--- src/rtl/pipeline_pkg.sv ---
// Shared fetch/decode pipeline constants: register layout, BTB counter encodings
// and the saturating counter helpers.
package pipeline_pkg;
  localparam int FETCH_DEC_W = 65;
  localparam int INSTR_LSB   = 33;
  localparam int PC_LSB      = 1;
  localparam int PRED_BIT    = 0;

  localparam logic [1:0] CTR_SNT = 2'b00;
  localparam logic [1:0] CTR_WNT = 2'b01;
  localparam logic [1:0] CTR_WT  = 2'b10;
  localparam logic [1:0] CTR_ST  = 2'b11;

  function automatic logic [1:0] sat_inc(input logic [1:0] c);
    return (c == CTR_ST) ? CTR_ST : c + 2'd1;
  endfunction

  function automatic logic [1:0] sat_dec(input logic [1:0] c);
    return (c == CTR_SNT) ? CTR_SNT : c - 2'd1;
  endfunction
endpackage

--- src/rtl/fetch_stage_branch_predictor.sv ---
// Direct-mapped BTB with 2-bit counters: combinational lookup on the fetch PC,
// synchronous training from execute. Lookup never sees same-cycle updates.
module branch_predictor
  import pipeline_pkg::*;
#(
  parameter int BTB_ENTRIES = 16,
  parameter int IDX_BITS    = $clog2(BTB_ENTRIES)
) (
  input  logic        clk,
  input  logic        rstn,
  input  logic [31:0] lookup_pc,
  output logic        pred,
  output logic [31:0] pred_target,
  input  logic        update_en,
  input  logic [31:0] update_pc,
  input  logic        update_taken,
  input  logic [31:0] update_target
);
  localparam int TAG_W = 32 - IDX_BITS - 2;

  logic [BTB_ENTRIES-1:0]            valid_q, valid_d;
  logic [BTB_ENTRIES-1:0][TAG_W-1:0] tag_q, tag_d;
  logic [BTB_ENTRIES-1:0][31:0]      tgt_q, tgt_d;
  logic [BTB_ENTRIES-1:0][1:0]       ctr_q, ctr_d;

  logic [IDX_BITS-1:0] l_idx, u_idx;
  logic [TAG_W-1:0]    l_tag, u_tag;
  logic                l_hit, u_hit;
  logic                unused_lsb;

  assign unused_lsb = ^{lookup_pc[1:0], update_pc[1:0]};

  assign l_idx       = lookup_pc[IDX_BITS+1:2];
  assign l_tag       = lookup_pc[31:IDX_BITS+2];
  assign l_hit       = valid_q[l_idx] && (tag_q[l_idx] == l_tag);
  assign pred        = l_hit & ctr_q[l_idx][1];
  assign pred_target = tgt_q[l_idx];

  assign u_idx = update_pc[IDX_BITS+1:2];
  assign u_tag = update_pc[31:IDX_BITS+2];
  assign u_hit = valid_q[u_idx] && (tag_q[u_idx] == u_tag);

  always_comb begin
    valid_d = valid_q;
    tag_d   = tag_q;
    tgt_d   = tgt_q;
    ctr_d   = ctr_q;
    if (update_en) begin
      if (u_hit && update_taken) begin
        ctr_d[u_idx] = sat_inc(ctr_q[u_idx]);
        tgt_d[u_idx] = update_target;
      end else if (u_hit) begin
        ctr_d[u_idx] = sat_dec(ctr_q[u_idx]);
      end else if (update_taken) begin
        // Miss-and-taken evicts whatever aliased into this slot.
        valid_d[u_idx] = 1'b1;
        tag_d[u_idx]   = u_tag;
        tgt_d[u_idx]   = update_target;
        ctr_d[u_idx]   = CTR_WT;
      end
    end
  end

  always_ff @(posedge clk or negedge rstn) begin
    if (!rstn) begin
      valid_q <= '0;
      tag_q   <= '0;
      tgt_q   <= '0;
      ctr_q   <= {BTB_ENTRIES{CTR_WNT}};
    end else begin
      valid_q <= valid_d;
      tag_q   <= tag_d;
      tgt_q   <= tgt_d;
      ctr_q   <= ctr_d;
    end
  end
endmodule

--- src/rtl/fetch_stage.sv ---
// Instruction fetch: PC register, predicted next-PC mux and the fetch/decode
// pipeline register {instruction, pc, pred}.
module fetch_stage
  import pipeline_pkg::*;
#(
  parameter int          BTB_ENTRIES = 16,
  parameter logic [31:0] RESET_PC    = 32'h0000_0000,
  parameter int          IDX_BITS    = $clog2(BTB_ENTRIES)
) (
  input  logic                   clk,
  input  logic                   rstn,
  input  logic                   stall,
  input  logic                   flush,
  input  logic                   redirect_en,
  input  logic [31:0]            redirect_pc,
  input  logic                   update_en,
  input  logic [31:0]            update_pc,
  input  logic                   update_taken,
  input  logic [31:0]            update_target,
  output logic [31:0]            imem_addr,
  input  logic [31:0]            imem_rdata,
  output logic [FETCH_DEC_W-1:0] fetch_dec_reg
);
  logic [31:0]            pc_q, pc_d, next_pc, pred_target;
  logic [FETCH_DEC_W-1:0] fdr_q, fdr_d;
  logic                   pred;

  branch_predictor #(.BTB_ENTRIES(BTB_ENTRIES), .IDX_BITS(IDX_BITS)) u_bp (
    .clk           (clk),
    .rstn          (rstn),
    .lookup_pc     (pc_q),
    .pred          (pred),
    .pred_target   (pred_target),
    .update_en     (update_en),
    .update_pc     (update_pc),
    .update_taken  (update_taken),
    .update_target (update_target)
  );

  assign next_pc = pred ? pred_target : pc_q + 32'd4;

  // Redirect wins over stall for the PC, but stall wins over flush/redirect for
  // the pipeline register, matching the decode side's hold rule.
  always_comb begin
    pc_d = next_pc;
    if (redirect_en)  pc_d = redirect_pc;
    else if (stall)   pc_d = pc_q;
  end

  always_comb begin
    fdr_d = '0;
    if (stall) begin
      fdr_d = fdr_q;
    end else if (!(flush || redirect_en)) begin
      fdr_d[INSTR_LSB +: 32] = imem_rdata;
      fdr_d[PC_LSB +: 32]    = pc_q;
      fdr_d[PRED_BIT]        = pred;
    end
  end

  always_ff @(posedge clk or negedge rstn) begin
    if (!rstn) begin
      pc_q  <= RESET_PC;
      fdr_q <= '0;
    end else begin
      pc_q  <= pc_d;
      fdr_q <= fdr_d;
    end
  end

  assign imem_addr     = pc_q;
  assign fetch_dec_reg = fdr_q;
endmodule

--- config.mk ---
export PLATFORM = sky130hd
export DESIGN_NAME = fetch_stage
export DESIGN_NICKNAME = d
export VERILOG_FILES = /design/src/rtl/pipeline_pkg.sv /design/src/rtl/fetch_stage_branch_predictor.sv /design/src/rtl/fetch_stage.sv
export SDC_FILE = /design/constraint.sdc
export NUM_CORES = 2
export LEC_CHECK = 0
export BUFFER_PORTS_ARGS = -buffer_cell sky130_fd_sc_hd__buf_2
export CORE_ASPECT_RATIO = 1.25
export CORE_MARGIN = 1
export CORE_UTILIZATION = 47
export CTS_CLUSTER_DIAMETER = 150
export DETAILED_ROUTE_END_ITERATION = 12
export GPL_ROUTABILITY_DRIVEN = 0
export HOLD_SLACK_MARGIN = 0.05
export PLACE_DENSITY_LB_ADDON = 0.15
export SYNTH_ARGS = -nofsm -noshare
export SYNTH_HDL_FRONTEND = slang
export SYNTH_SLANG_ARGS = --single-unit
--- constraint.sdc ---
create_clock -name clk -period 4 [get_ports clk]
set_input_delay 0.6 -clock clk [delete_from_list [all_inputs] [get_ports clk]]
set_output_delay 0.6 -clock clk [all_outputs]
set_load 0.005 [all_outputs]
==> reports/metrics.yaml <==
detailed_routing:
  drc: 0
  ant_nets: 0
  first_pass_iters: 6
  via_per_inst: 6.26
  routed_wirelength_mm: 169
  wl_per_cell_um: 30.9
  drt_iter0_drc: 2549
  vias: 34300
clock_tree:
  cts_tree: "yes"
  cts_max_path_buffers: 3
  cts_resized: 0
  clock-sinks: 1073
  cts_max_level: 3
  clk_pin_slew_worst_paths_ns: 0.06
  insertion_delay_ns: 0.76
  cts_buffers: 112
  cts_root_buf: "clkbuf_16"
synth:
  yosysWarnings: 0
  synthCells: 3531
  synth-edff-count: 0
  synth.yosys.seq_area_share_pct: 49.6
  syn_area_per_cell_um2: 15.3
  async_flop_share_pct: 100
  ys_ff_latch: 1073
  netlist_area_mm2: 0.0541
  ys_types: 83
  ys_dominant_reg_cell: "dfrtp_1"
  syn-num-nets: 3667
critical_path:
  path_buf_inv: 3
  crit_family: "buffers and inverters"
  crit_chain: "buf_4 > mux4_2 > mux2i_1 > mux2i_1 > xnor2_1 > o211ai_1 > nor4_2 > buf_4 > nand3_2 > buf_4 > or3b_1 > a31oi_1"
  worst_setup_path_end_kind: "flip-flop"
  worstSetupStartpointType: "flip-flop"
  cp_max_fo: 15
  required_ns: 4.67
  crit_path_frequent_cell: "buf_4"
  crit_type: "flip-flop to flip-flop"
  cpPeakStageDelay_ns: 0.74
  cp.arrival_ns: 4.51
  slowest_stage: "dfrtp_4"
timing:
  hold_slack_ns: 0.0912
  hold_viol: 0
  tns_ns: 0
  setup_violations: 0
  worst_pin_slew_ns: 1.18
  relSlewSlack_pct: 21.3
  timing.final.crit_share_pct: 96.1
  fin_worst_skew_ns: 0.0533
  grt_setup_unrepaired: "no"
  worst_slack_ns: 0.157
  drv_slew: 0
  fmax_mhz: 260
  fin_crit_ns: 3.84
hold_path:
  hold_path.class: "input port to flip-flop"
power_and_ir_drop:
  peakVddDrop_mv: 0.404
  p_total_mw: 33.0
  leakagePower_nw: 28.4
  power_density_mw_per_mm2: 518
placed_design:
  post_dp_cell_area_mm2: 0.0592
  place.port_buffers: 229
  hpwl_mm: 113
  place_ws_ns: -0.516
layout:
  final_nets: 4050
  fillers: 8941
  area_delta_synth_final_pct: 17.5
  final_common_cell: "dfrtp_1"
  finalInstanceArea_mm2: 0.0636
  drive_gt1_share_pct: 53.4
  final_cell_mix: "1053 x dfrtp_1, 749 x mux2_2, 372 x mux4_2"
  largest_reg_flops: 512
status:
  outcome: "completed"
floorplan:
  die_area_mm2: 0.117
  pin_count: 232
  core_region_area_mm2: 0.114
  start_util_pct: 47.6
  dieHeight_um: 381
  die_x_um: 306
  placementRows: 138
global_routing:
  grt_pass1_vias: 36800
  grtUsageTotal_pct: 29.2
  grt_start_max_net_pins: 104
  grt_pass1_wl_mm: 252
  grt_overflow: 0
  antenna_found_initial: 13
flow_run:
  drv_cap: 0
area by class of cell:
type / instances / area [µm²] / area share, %
Inverter: 42 / 158 / 0.248
Sequential cell: 1073 / 26900 / 42.3
Clock inverter: 49 / 703 / 1.11
Multi-Input combinational cell: 2090 / 25600 / 40.3
Clock buffer: 160 / 3280 / 5.16
Tap cell: 1470 / 1840 / 2.89
Antenna cell: 3 / 7.51 / 0.0118
Timing Repair Buffer: 595 / 5090 / 8.00
through the flow:
stage | util [%] | cells
after floorplan | - | 3531
after global placement | 52.1 | 5232
after detailed placement | 52.1 | 5232
after CTS | 55.8 | 5469
after global routing | 55.9 | 5481
final | 55.9 | 5482
synth_stat cells, types with 24 or more instances:
cell	count	area (µm²)
inv_1	41	154
clkbuf_1	203	762
mux2i_1	155	1550
nand3_1	28	140
dfrtp_1	1057	26500
mux4_2	372	8380
nor2_1	64	240
a22o_1	71	622
nand2_1	51	191
buf_2	49	245
and2_1	24	150
xnor2_1	51	447
o21ai_0	29	145
mux2_4	189	2840
mux2_2	749	8430
a31oi_1	26	163
buf_6	25	282
logic make-up after synthesis:
family	synth area share, %
flops	49.6
simple gates	2.95
xor+xnor	1.17
buf+inv	3.25
compound gates	3.72
fa+ha+maj	0.0601
mux	39.2
power by group:
| part | internal [mW] | switching, mW |
|---|---|---|
| Combinational | 4.28 | 3.08 |
| Clock | 6.63 | 4.62 |
| Sequential | 12.9 | 1.48 |
| Total | 23.8 | 9.18 |
worst reg2reg max path: cells and delay by family, from the launching register on:
| kind | cells | cell delay [ns] |
|---|---|---|
| xor gates and xnor gates | 1 | 0.42 |
| and+or+nand+nor | 3 | 0.66 |
| muxes | 3 | 0.75 |
| DFF | 1 | 0.74 |
| AOI/OAI and AO/OA | 2 | 0.41 |
| buffers and inverters | 3 | 0.80 |
per-layer routing:
metal	track usage (%)	wire length (µm)	vias to the layer above
met5	0	87	-
met4	12.2	7100	14
met3	4.64	9530	346
met2	48.0	83500	1195
met1	38.7	68900	18600
li1	-	-	14200
worst paths after layout:
| path | cells after the start | endpoint | from | slack, ns |
|---|---|---|---|---|
| worst min-delay path | 2 | fetch_dec_reg[59]$_DFFE_PN0N_ | imem_rdata[26] | 0.09 |
| min in group asynchronous | 2 | u_bp.tag_q[49]$_DFFE_PN0P_ | rstn | 0.58 |
| worst min register to register | 2 | u_bp.ctr_q[26]$_DFFE_PN1P_ | u_bp.ctr_q[26]$_DFFE_PN1P_ | 0.46 |
| max in group asynchronous | 4 | u_bp.tgt_q[200]$_DFFE_PN0P_ | rstn | 2.16 |
| worst max-delay path | 12 | imem_addr[0]$_DFFE_PN0P_ | imem_addr[3]$_DFFE_PN0P_ | 0.16 |
| worst max register to register | 12 | imem_addr[0]$_DFFE_PN0P_ | imem_addr[3]$_DFFE_PN0P_ | 0.16 |
timing repair:
action,4_1_cts,5_1_grt
hold buffers,28,0
setup endpoints to repair,0,19
buffers inserted,0,10
hold endpoints to repair,42,0
Note: power is estimated with default switching activity, not from simulation.
